**src/rtl/udp_img_depkt_if.sv**
```systemverilog
// udp_img_depkt_if: receive-payload in, pixel-write stream out.
// master = payload source / pixel sink, slave = depacketizer.
interface udp_img_depkt_if;
  logic        rec_en;
  logic [31:0] rec_data;
  logic        rec_pkt_done;
  logic [15:0] rec_byte_num;
  logic        img_frame_start;
  logic        img_wr_en;
  logic [31:0] img_wr_data;
  logic [15:0] img_x;
  logic [15:0] img_y;
  logic [15:0] img_width;
  logic [15:0] img_height;
  logic        img_frame_done;
  logic        pkt_err;
  logic [15:0] frame_cnt;

  modport master (
    output rec_en, rec_data, rec_pkt_done, rec_byte_num,
    input  img_frame_start, img_wr_en, img_wr_data,
    input  img_x, img_y, img_width, img_height,
    input  img_frame_done, pkt_err, frame_cnt
  );

  modport slave (
    input  rec_en, rec_data, rec_pkt_done, rec_byte_num,
    output img_frame_start, img_wr_en, img_wr_data,
    output img_x, img_y, img_width, img_height,
    output img_frame_done, pkt_err, frame_cnt
  );
endinterface

```
**src/rtl/udp_img_depkt.sv**
```systemverilog
// udp_img_depkt: reassembles video frames from 32-bit UDP payload words.
// Ports: eth_rx_clk, rst (sync, high), bus (slave: rec_* in, img_* out).
module udp_img_depkt #(
  parameter logic [7:0]  SYNC_BYTE = 8'hA5,
  parameter logic [15:0] MAX_W     = 16'd1920,
  parameter logic [15:0] MAX_H     = 16'd1080
) (
  input logic            eth_rx_clk,
  input logic            rst,
  udp_img_depkt_if.slave bus
);

  typedef enum logic [1:0] {HDR, SIZE, PIX, DROP} st_t;

  st_t         st, st_w, st_n;
  logic        act, act_n;
  logic [6:0]  seq_q, seq_n;
  logic [15:0] x, x_n, y, y_n;
  logic [15:0] w_q, w_n, h_q, h_n;
  logic [15:0] cnt_q, cnt_n;
  logic [15:0] ix_q, ix_n, iy_q, iy_n;
  logic [31:0] wd_q, wd_n;
  logic        wr_q, wr_n;
  logic        start_q, start_n;
  logic        done_q, done_n;
  logic        err_q, err_n;

  logic [31:0] d;
  logic        sync_ok, sof, seq_ok;
  logic [6:0]  seq;
  logic [15:0] sw, sh;
  logic        size_ok, x_end, last;
  logic        unused_bn;

  assign d       = bus.rec_data;
  assign sync_ok = d[31:24] == SYNC_BYTE;
  assign sof     = d[23];
  assign seq     = d[22:16];
  assign seq_ok  = seq == seq_q;
  assign sw      = d[31:16];
  assign sh      = d[15:0];
  assign size_ok = (sw != 16'd0) && (sh != 16'd0)
                && (sw <= MAX_W) && (sh <= MAX_H);
  assign x_end   = x == (w_q - 16'd1);
  assign last    = x_end && (y == (h_q - 16'd1));
  assign unused_bn = ^bus.rec_byte_num[15:2];

  always_ff @(posedge eth_rx_clk) begin
    if (rst) st <= HDR;
    else     st <= st_n;
  end

  // st_w is the state after the word of this cycle; packet end
  // is judged against it so a same-cycle word is handled first.
  always_comb begin
    st_w = st;
    if (bus.rec_en) begin
      unique case (st)
        HDR: begin
          if (!sync_ok)           st_w = DROP;
          else if (sof)           st_w = SIZE;
          else if (act && seq_ok) st_w = PIX;
          else                    st_w = DROP;
        end
        SIZE:    st_w = size_ok ? PIX : DROP;
        PIX:     if (last) st_w = DROP;
        default: st_w = st;
      endcase
    end
    st_n = bus.rec_pkt_done ? HDR : st_w;
  end

  always_comb begin
    act_n   = act;
    seq_n   = seq_q;
    x_n     = x;
    y_n     = y;
    w_n     = w_q;
    h_n     = h_q;
    cnt_n   = cnt_q;
    ix_n    = ix_q;
    iy_n    = iy_q;
    wd_n    = wd_q;
    wr_n    = 1'b0;
    start_n = 1'b0;
    done_n  = 1'b0;
    err_n   = 1'b0;
    if (bus.rec_en) begin
      unique case (st)
        HDR: begin
          if (!sync_ok) begin
            err_n = 1'b1;
            act_n = 1'b0;
          end else if (sof) begin
            err_n = act;
            act_n = 1'b0;
            seq_n = seq + 7'd1;
          end else if (act && seq_ok) begin
            seq_n = seq_q + 7'd1;
          end else begin
            err_n = act;
            act_n = 1'b0;
          end
        end
        SIZE: begin
          if (!size_ok) begin
            err_n = 1'b1;
          end else begin
            w_n     = sw;
            h_n     = sh;
            x_n     = 16'd0;
            y_n     = 16'd0;
            act_n   = 1'b1;
            start_n = 1'b1;
          end
        end
        PIX: begin
          wr_n = 1'b1;
          wd_n = d;
          ix_n = x;
          iy_n = y;
          if (x_end) begin
            x_n = 16'd0;
            y_n = y + 16'd1;
          end else begin
            x_n = x + 16'd1;
          end
          if (last) begin
            done_n = 1'b1;
            cnt_n  = cnt_q + 16'd1;
            act_n  = 1'b0;
          end
        end
        default: ;
      endcase
    end
    if (bus.rec_pkt_done) begin
      if (st_w == SIZE) begin
        err_n = 1'b1;
        act_n = 1'b0;
      end
      if (bus.rec_byte_num[1:0] != 2'd0) begin
        err_n = 1'b1;
        act_n = 1'b0;
      end
    end
  end

  always_ff @(posedge eth_rx_clk) begin
    if (rst) begin
      act     <= 1'b0;
      seq_q   <= 7'd0;
      x       <= 16'd0;
      y       <= 16'd0;
      w_q     <= 16'd0;
      h_q     <= 16'd0;
      cnt_q   <= 16'd0;
      ix_q    <= 16'd0;
      iy_q    <= 16'd0;
      wd_q    <= 32'd0;
      wr_q    <= 1'b0;
      start_q <= 1'b0;
      done_q  <= 1'b0;
      err_q   <= 1'b0;
    end else begin
      act     <= act_n;
      seq_q   <= seq_n;
      x       <= x_n;
      y       <= y_n;
      w_q     <= w_n;
      h_q     <= h_n;
      cnt_q   <= cnt_n;
      ix_q    <= ix_n;
      iy_q    <= iy_n;
      wd_q    <= wd_n;
      wr_q    <= wr_n;
      start_q <= start_n;
      done_q  <= done_n;
      err_q   <= err_n;
    end
  end

  assign bus.img_frame_start = start_q;
  assign bus.img_wr_en       = wr_q;
  assign bus.img_wr_data     = wd_q;
  assign bus.img_x           = ix_q;
  assign bus.img_y           = iy_q;
  assign bus.img_width       = w_q;
  assign bus.img_height      = h_q;
  assign bus.img_frame_done  = done_q;
  assign bus.pkt_err         = err_q;
  assign bus.frame_cnt       = cnt_q;

endmodule

```
**src/flat_wrapper.sv**
```systemverilog
// flat-port wrapper written by rule: the top's interface ports become plain ports
module udp_img_depkt_flat 
#(
  parameter logic [7:0]  SYNC_BYTE = 8'hA5,
  parameter logic [15:0] MAX_W     = 16'd1920,
  parameter logic [15:0] MAX_H     = 16'd1080
)
  (eth_rx_clk, rst, bus_rec_en, bus_rec_data, bus_rec_pkt_done, bus_rec_byte_num, bus_img_frame_start, bus_img_wr_en, bus_img_wr_data, bus_img_x, bus_img_y, bus_img_width, bus_img_height, bus_img_frame_done, bus_pkt_err, bus_frame_cnt);
  udp_img_depkt_if bus_i ();
  input logic eth_rx_clk;
  input logic rst;
  input wire logic [$bits(bus_i.rec_en)-1:0] bus_rec_en;
  input wire logic [$bits(bus_i.rec_data)-1:0] bus_rec_data;
  input wire logic [$bits(bus_i.rec_pkt_done)-1:0] bus_rec_pkt_done;
  input wire logic [$bits(bus_i.rec_byte_num)-1:0] bus_rec_byte_num;
  output wire logic [$bits(bus_i.img_frame_start)-1:0] bus_img_frame_start;
  output wire logic [$bits(bus_i.img_wr_en)-1:0] bus_img_wr_en;
  output wire logic [$bits(bus_i.img_wr_data)-1:0] bus_img_wr_data;
  output wire logic [$bits(bus_i.img_x)-1:0] bus_img_x;
  output wire logic [$bits(bus_i.img_y)-1:0] bus_img_y;
  output wire logic [$bits(bus_i.img_width)-1:0] bus_img_width;
  output wire logic [$bits(bus_i.img_height)-1:0] bus_img_height;
  output wire logic [$bits(bus_i.img_frame_done)-1:0] bus_img_frame_done;
  output wire logic [$bits(bus_i.pkt_err)-1:0] bus_pkt_err;
  output wire logic [$bits(bus_i.frame_cnt)-1:0] bus_frame_cnt;
  assign bus_i.rec_en = bus_rec_en;
  assign bus_i.rec_data = bus_rec_data;
  assign bus_i.rec_pkt_done = bus_rec_pkt_done;
  assign bus_i.rec_byte_num = bus_rec_byte_num;
  assign bus_img_frame_start = bus_i.img_frame_start;
  assign bus_img_wr_en = bus_i.img_wr_en;
  assign bus_img_wr_data = bus_i.img_wr_data;
  assign bus_img_x = bus_i.img_x;
  assign bus_img_y = bus_i.img_y;
  assign bus_img_width = bus_i.img_width;
  assign bus_img_height = bus_i.img_height;
  assign bus_img_frame_done = bus_i.img_frame_done;
  assign bus_pkt_err = bus_i.pkt_err;
  assign bus_frame_cnt = bus_i.frame_cnt;
  udp_img_depkt #(.SYNC_BYTE(SYNC_BYTE), .MAX_W(MAX_W), .MAX_H(MAX_H)) u_core (.eth_rx_clk(eth_rx_clk), .rst(rst), .bus(bus_i));
endmodule
```
**config.mk**
```make
export PLATFORM = sky130hd
export DESIGN_NAME = udp_img_depkt_flat
export DESIGN_NICKNAME = d
export VERILOG_FILES = /design/src/rtl/udp_img_depkt_if.sv /design/src/rtl/udp_img_depkt.sv /design/src/flat_wrapper.sv
export SDC_FILE = /design/constraint.sdc
export NUM_CORES = 1
export LEC_CHECK = 0
export ABC_AREA = 1
export BUFFER_PORTS_ARGS = -buffer_cell sky130_fd_sc_hd__clkbuf_2
export CORE_AREA = 2 2 122 171
export CTS_CLUSTER_DIAMETER = 50
export DETAILED_ROUTE_END_ITERATION = 8
export DIE_AREA = 0 0 124 173
export GPL_TIMING_DRIVEN = 0
export PLACE_DENSITY_LB_ADDON = 0.1
export SLEW_MARGIN = 20
export SYNTH_ARGS = -nofsm -noshare
export SYNTH_HDL_FRONTEND = slang
export SYNTH_SLANG_ARGS = --single-unit
```
**constraint.sdc**
```tcl
create_clock -name eth_rx_clk -period 4.9 [get_ports eth_rx_clk]
set_input_delay 0.98 -clock eth_rx_clk [delete_from_list [all_inputs] [get_ports eth_rx_clk]]
set_output_delay 0.98 -clock eth_rx_clk [all_outputs]
set_load 0.02 [all_outputs]
```
# After elaboration in Yosys (flattened, before gate mapping)
# Cells that the tools add are included.
[word_totals]
latchBits = 0
mem_bits_rw = 0
wordCells = 93
out_inout_bits = 116
rom_bits = 0
memories = 0
regBits = 158
[op_classes]
n_eq_ne = 9
div = 0
n_shift = 0
magnitude_cmp = 2
reduce_logical = 21
n_addsub = 7
bitwise_logic = 3
n_mux = 36
mul = 0
[ops]
columns = ["operator", "n"]
rows = [
  ["$pmux W16 S2", 2],
  ["$add A16 B1 Y16 const B", 3],
  ["$mux W16", 3],
  ["$eq A16 B16 Y1", 2],
  ["$le A16 B11 Y1 const B", 2],
  ["$reduce_bool A16 Y1", 2],
  ["$sub A16 B1 Y16 const B", 2],
  ["$mux W1", 22],
  ["$add A7 B1 Y7 const B", 2],
  ["$mux W7", 2],
  ["$reduce_and A3 Y1", 3],
  ["$eq A8 B8 Y1 const B", 1],
  ["$mux W2", 4],
  ["$reduce_and A4 Y1", 2],
  ["$eq A7 B7 Y1", 1],
  ["$pmux W2 S3", 1],
  ["$reduce_bool A2 Y1", 3],
  ["$reduce_or A3 Y1", 2],
  ["$logic_and A1 B1 Y1", 5],
  ["$eq A2 B1 Y1 const B", 2],
  ["$ne A2 B1 Y1 const B", 2],
  ["$reduce_or A2 Y1", 2],
  ["$not A1 Y1", 3],
  ["$pmux W1 S3", 1],
  ["other kinds (4)", 4],
]

# Longest topological paths before layout
# Gate-level depths: netlist (run 1).
[logic_depth]
word_depth = 11
mapped_depth = 20
mapped_depth_nobuf = 20

# Worst setup path after synthesis (run 1)
# OpenSTA, ideal clock, no wires.
[synth_path]
path_kind = "in2reg"
start = "input bus_rec_data[6]"
end = "register u_core.x[4]"
setup_ns = 0.116
n_path_buf = 1
slack_ns = 2.325
t_required_ns = 4.784
path_stages = 11
arrival_ns = 2.459
cell_sequence = "nor4_1 -> o21ai_1 -> nand2_1 -> nand2_1 -> o21ai_1 -> nand2_1 -> nor2_4 -> inv_2 -> o21ai_2 -> buf_4 -> nor2_1"
[synth_between]
elab_chain_cells = 6
elab_cells_between_ends = 7
cone_classes = "1 x order compare; 1 x eq/ne; 5 x reduce/logical"
[synth_lines]
columns = ["item", "line_no", "text"]
rows = [
  ["from (decl)", "flat_wrapper.sv:13", "input wire logic [$bits(bus_i.rec_data)-1:0] bus_rec_data;"],
  ["parallel branches: the longest is 3 deep, another holds $le A16 B11 Y1", "-", ""],
  ["$logic_and A1 B1 Y1 *", "udp_img_depkt.sv:43", "&& (sw <= MAX_W) && (sh <= MAX_H);"],
  ["$ne A2 B1 Y1 (no line) *", "-", ""],
  ["$reduce_and A3 Y1 (no line) *", "-", ""],
  ["to (signal assigned)", "udp_img_depkt.sv:168", "x <= x_n;"],
  ["to (decl)", "udp_img_depkt.sv:18", "logic [15:0] x, x_n, y, y_n;"],
]
# Mark *: on every way between the ends.
# A chain may end at the register's enable or synchronous reset.

# Final worst setup path (run 1)
[layout_path]
start = "register u_core.st[0]"
end = "register u_core.ix_q[4], in the netlist u_core.bus.img_x[4]"
[layout_between]
elab_chain_cells = 2
[layout_lines]
columns = ["item", "line_no", "text"]
rows = [
  ["from (decl)", "udp_img_depkt.sv:15", "st_t st, st_w, st_n;"],
  ["from (signal assigned)", "udp_img_depkt.sv:50", "else st <= st_n;"],
  ["$eq A2 B2 Y1", "udp_img_depkt.sv:89", "unique case (st)"],
  ["$reduce_and A2 Y1 (no line)", "-", ""],
  ["to (signal assigned)", "udp_img_depkt.sv:173", "ix_q <= ix_n;"],
  ["to (decl)", "udp_img_depkt.sv:21", "logic [15:0] ix_q, ix_n, iy_q, iy_n;"],
]
# Every way passes these cells.

==> results of run 1 <==
-- synth_stat cells (all sizes together) (7+ instances only) --
cell,number,area [sq um]
clkbuf,33,123.9
nand3b,9,67.56
a21oi,90,450.4
dfxtp,158,3163
nand2,233,894.6
nor2,174,723.2
ha,10,125.1
inv,118,442.9
buf,9,61.30
xnor2,25,219.0
nand4,18,112.6
nor4,7,43.79
nand3,68,340.3
nor3,27,140.1
a211oi,12,90.09
o21ai,107,539.3
xor2,43,376.6
-- final cells by class --
cell class | count | share of cell area (%)
clock buffer | 19 | 4.652
sequential | 158 | 32.49
tap | 252 | 3.239
multi-input combinational | 837 | 43.36
timing repair buffer | 153 | 7.865
clock inverter | 13 | 1.825
buffer | 42 | 1.902
inverter | 121 | 4.665
-- metrics by stage --
step | hold WS (ns) | setup WS [ns] | cell area (sq um) | total power (W) | util, %
after floorplan | 0.4535 | 2.325 | 8024 | 0.001474 | -
after global placement | 0.4623 | 1.378 | 9105 | 0.001563 | 45.88
after detailed placement | 0.4694 | 1.353 | 9105 | 0.001564 | 45.88
after CTS | 0.4854 | 1.543 | 9736 | 0.002997 | 49.06
after global routing | 0.5024 | 1.353 | 9736 | 0.003072 | 49.06
final | 0.4813 | 1.597 | 9736 | 0.002972 | 49.06
-- state kept, by name, summed over array words and instances, names as in the netlist, 2 cells and up --
signal / cells
u_core.y: 16
u_core.bus.img_x: 16
u_core.bus.frame_cnt: 16
u_core.bus.img_wr_data: 32
u_core.bus.img_height: 16
u_core.bus.img_width: 16
u_core.x: 16
u_core.bus.img_y: 16
u_core.st: 2
u_core.seq_q: 7
-- metal layers --
metal	part of all wire, %	wire (um)	vias to the layer above	GRT usage [%]
li1	-	-	4110	-
met1	43	10510	3681	28.68
met2	50	12480	194	41.37
met3	4.2	1043	47	3.760
met4	2.8	682	0	8.848
met5	0	0	-	0
-- power breakdown --
group / leakage, nW / internal, W / switching [W]
combinational: 2.88 / 0.0000639 / 0.000147
sequential: 1.28 / 0.00131 / 0.0000136
clock: 0.314 / 0.000844 / 0.000595
-- worst min-delay path by stage --
stage	start	end	slack, ns	cells past startpoint
global route	u_core.bus.img_wr_data[4]	u_core.bus.img_wr_data[4]	0.50	2
detailed placement	u_core.bus.img_wr_data[8]	u_core.bus.img_wr_data[8]	0.47	2
global placement	u_core.bus.img_wr_data[4]	u_core.bus.img_wr_data[4]	0.46	2
finish	u_core.bus.img_wr_data[8]	u_core.bus.img_wr_data[8]	0.48	2
CTS	u_core.bus.img_wr_data[8]	u_core.bus.img_wr_data[8]	0.49	2
floorplan	u_core.seq_q[2]	u_core.seq_q[2]	0.45	2
-- worst max-delay path: stages (launching register included) --
cell	delay (ns)
dfxtp_1	0.33
inv_1	0.12
ha_1	0.21
clkbuf_1	0.44
nand2_1	0.50
inv_1	0.39
clkbuf_1	0.54
clkbuf_1	0.49
a21oi_1	0.14
-- kinds of logic (layout without fill, tap and decap cells) --
| logic type | count (synthesis) | in the layout | synth area share [%] |
|---|---|---|---|
| adders and majority gates | 10 | 10 | 1.559 |
| xor gates and xnor gates | 68 | 68 | 7.422 |
| and+or+nand+nor | 544 | 544 | 29.60 |
| DFF | 158 | 158 | 39.42 |
| buffers and inverters | 163 | 348 | 7.968 |
| AOI/OAI and AO/OA | 215 | 215 | 14.03 |
==> flow_summary.ini, run 1 <==
[logic_synthesis]
ys_types = 38
ys_warn_count = 0
synth-edff-count = 0
yosysSeqAreaShare_pct = 39.42
syn_area_sq_mm = 0.008024
synth.avg_cell_area_sq_um = 6.929
synth-async-reset-ratio_pct = 0
synth_nets = 1220
synthFlopType = dfxtp_1
netlist_instances = 1158
ys_seq_elements = 158

[route]
vias = 8032
first_iter_violations = 461
drt-total-wl_um = 24710
first_pass_iters = 5
postRouteAntennaNets = 0
drc_errors = 0
routedWlPerCell_um = 15.49
viasPerCell = 5.036

[timing]
slew_violations = 0
finalSetupViolations = 0
period_share_pct = 67.42
setup_tns_ns = 0
relSlewSlack_pct = 55.01
finalClockSkew_ns = 0.009996
grt_setup_unrepaired = no
worst_pin_slew_ns = 0.6748
fmax_ghz = 0.3027
final_hold_viol_count = 0
post-route-min-period_ns = 3.303

[setup_path]
crit_arrival_ns = 3.60
start_kind = flop
cp.required_ns = 5.20
reg2reg_slack_ns = 1.60
cp-startpoint = u_core.st[0]
crit_fanout = 10
worstReg2RegStart = u_core.st[0]
crit_type = flop to flop
endpoint = u_core.bus.img_x[4]
end_kind = flop
reg2reg_to = u_core.bus.img_x[4]
rr_worst_depth = 8

[global_routing]
grt_pass1_wl_um = 39770
grt_max_degree = 17
grt_overflow = 0
antenna_found_initial = 0
grt_usage_pct = 23.67
grt_pass1_vias = 7747

[floorplanning]
die_area_sq_mm = 0.02145
rows = 61
die_y_um = 173
core_area_sq_mm = 0.01984
start_util_pct = 40.44
pin_count = 168
fp.dieW_um = 124

[placement]
gp_congestion = 0.8996
dpl.hpwl_um = 18880
io_buffers = 153
numPlacedInstances = 1563

[layout]
multi_input_comb_area_sq_mm = 0.004222
area_growth_pct = 21.33
fillCellCount = 2120
instances_no_fill = 1595
seqCellArea_sq_mm = 0.003163
layout_common_cells = nand2_1 (229), nor2_1 (161), dfxtp_1 (158)
antenna_cells = 0
layout_commonest_cell = nand2_1
fin_nets = 1392
drive_above_1_share_pct = 16.53

[worst_hold_path]
worstHoldPathType = flop to flop

[pwr]
p_leak_nw = 4.468
peakVddDrop_mv = 0.2161
powerDensity_mw_per_mm2 = 305.3

[clocking]
postCtsHoldBufs = 0
clkTransAtPathRegs_ns = 0.07
cts_resized = 0
cts_setup_buffers = 0
numCtsBuffers = 17
clock_path_buffers = 2
htree_num_levels = 4
numClockSinks = 158
cts_tree = built
cts-root-buf = clkbuf_16
insertion_delay_ns = 0.44

[job]
max_cap_violations = 0

[run_status]
status = completed
No activity file was read; power rests on OpenSTA's default activity.
==> run 2, diff against run 1 <==
==> constraint.sdc (replaced) <==
create_clock -name eth_rx_clk -period 3.2 [get_ports eth_rx_clk]
set_input_delay 0.64 -clock eth_rx_clk [delete_from_list [all_inputs] [get_ports eth_rx_clk]]
set_output_delay 0.64 -clock eth_rx_clk [all_outputs]
set_load 0.02 [all_outputs]
==> run 2 against run 1 <==
Compared with the run above:
- clock skew up 0.0033 ns
- flip-flop and latch count did not move
- routed wire length shrank 0.24%
- sequential power rose by 53%
- highest routed layer unchanged
- fmax grew 15%
- critical path depth stayed put
- critical endpoint is now u_core.bus.img_wr_data[21]
- cell area is the same
- count of clock-buffer cells in the layout is the same
- non-clock buffer count down 1
- global-route usage decreased by 0.074 points
- sequential share of layout area unchanged
- power up 53%
==> flow_summary.ini, run 2 (same netlist as run 1, synthesis figures left out) <==
[global_routing]
grt_pass1_vias = 7724
grt_overflow = 0
antenna_found_initial = 0
grt_max_degree = 17
grt_pass1_wl_um = 39680
grt_usage_pct = 23.59

[timing]
final_hold_viol_count = 0
fmax_ghz = 0.3478
relSlewSlack_pct = 54.68
setup_tns_ns = 0
slew_violations = 0
finalClockSkew_ns = 0.01332
worst_pin_slew_ns = 0.6798
post-route-min-period_ns = 2.875
finalSetupViolations = 0
hold_ws_ns = 0.4755
period_share_pct = 89.84
grt_setup_unrepaired = no

[route]
routedWlPerCell_um = 15.46
postRouteAntennaNets = 0
viasPerCell = 5.015
drc_errors = 0
first_pass_iters = 5
vias = 7994
first_iter_violations = 481
drt-total-wl_um = 24650

[setup_path]
crit_arrival_ns = 3.24
start_kind = flop
crit_fanout = 15
end_kind = flop
cp.required_ns = 3.56
crit_type = flop to flop

[clocking]
clkTransAtPathRegs_ns = 0.07
numClockSinks = 158
insertion_delay_ns = 0.44
htree_num_levels = 4
cts-root-buf = clkbuf_16
cts_resized = 0
cts_tree = built
postCtsHoldBufs = 0
numCtsBuffers = 17
cts_setup_buffers = 0
clock_path_buffers = 2

[pwr]
p_seq_share_pct = 44.4
clockPowerShare_pct = 48.5
peakVddDrop_mv = 0.3312
p_sw_share_pct = 25.46
netSwitchingPower_w = 0.001159
powerDensity_mw_per_mm2 = 467.7
comb_power_share_pct = 7.1
p_leak_nw = 4.458
p_int_w = 0.003394

[layout]
antenna_cells = 0
largest_reg_flops = 32
fillCellCount = 2121
layout_commonest_cell = nand2_1
fin_nets = 1391
layout_common_cells = nand2_1 (229), nor2_1 (161), dfxtp_1 (158)
drive_above_1_share_pct = 16.62
area_growth_pct = 21.33

[floorplanning]
die_y_um = 173
die_area_sq_mm = 0.02145
core_area_sq_mm = 0.01984
start_util_pct = 40.44
fp.dieW_um = 124
rows = 61
pin_count = 168

[run_status]
status = completed

[worst_hold_path]
worstHoldPathType = primary input to flop

[placement]
dpl.hpwl_um = 18880
gp_congestion = 0.8996
io_buffers = 153

[job]
max_cap_violations = 0
==> run 2: cell types whose count changed in the layout (fill, tap and decap cells not counted) <==
| cell | before | now |
|---|---|---|
| clkbuf_1 | 33 | 32 |
| clkinvlp_4 | 0 | 1 |
| inv_1 | 110 | 109 |
==> run 2: metrics by stage <==
stage / total power, W / setup WS (ns) / cells / utilization (%) / area, sq um
final: 0.004553 / 0.3252 / 1594 / 49.06 / 9736
after global routing: 0.004703 / 0.05933 / 1594 / 49.06 / 9736
after global placement: 0.002393 / -0.1021 / 1563 / 45.88 / 9105
after floorplan: 0.002256 / 0.9456 / 1158 / - / 8024
after detailed placement: 0.002394 / -0.1350 / 1563 / 45.88 / 9105
after CTS: 0.004589 / 0.1109 / 1594 / 49.04 / 9732
==> run 2: area by class of cell <==
| type | count | area [sq um] | area share, % |
|---|---|---|---|
| clock buffer | 19 | 452.9 | 4.652 |
| timing repair buffer | 153 | 765.7 | 7.865 |
| inverter | 121 | 457.9 | 4.704 |
| clock inverter | 13 | 177.7 | 1.825 |
| sequential | 158 | 3163 | 32.49 |
| multi-input combinational | 837 | 4222 | 43.36 |
| buffer | 41 | 181.4 | 1.864 |
| tap | 252 | 315.3 | 3.239 |
==> run 2: worst max-delay path, cell delays in order, from the launching register on <==
cell and delay [ns]:
dfxtp_1 0.33, inv_1 0.12, ha_1 0.21, clkbuf_1 0.43, nand2_1 0.53, clkinvlp_4 0.46, clkbuf_1 0.44, o21ai_0 0.14
a21oi_1 0.14
==> run 2: final timing paths <==
check	start	endpoint	slack, ns	cells past startpoint
min	bus_rec_pkt_done	u_core.bus.pkt_err	0.48	3
max	u_core.st[0]	u_core.bus.img_wr_data[21]	0.33	8
max reg2reg	u_core.st[0]	u_core.bus.img_wr_data[21]	0.33	8
min reg2reg	u_core.bus.img_wr_data[8]	u_core.bus.img_wr_data[8]	0.48	2
==> run 2: routing by layer <==
layer,vias to the layer above,share of wire [%],wire length [um],global-route usage [%]
li1,4113,-,-,-
met1,3654,43,10590,28.68
met2,184,51,12490,41.48
met3,43,3.9,970,3.661
met4,0,2.4,593,8.240
met5,-,0,0,0
==> run 2: power by group through the flow <==
stage / registers (W) / clock network, W / logic, W
after floorplan: 0.00211 / 0 / 0.000151
after global placement: 0.00207 / 0 / 0.000324
after detailed placement: 0.00207 / 0 / 0.000326
after CTS: 0.00202 / 0.00224 / 0.000327
after global routing: 0.00203 / 0.00232 / 0.000357
final: 0.00202 / 0.00221 / 0.000322
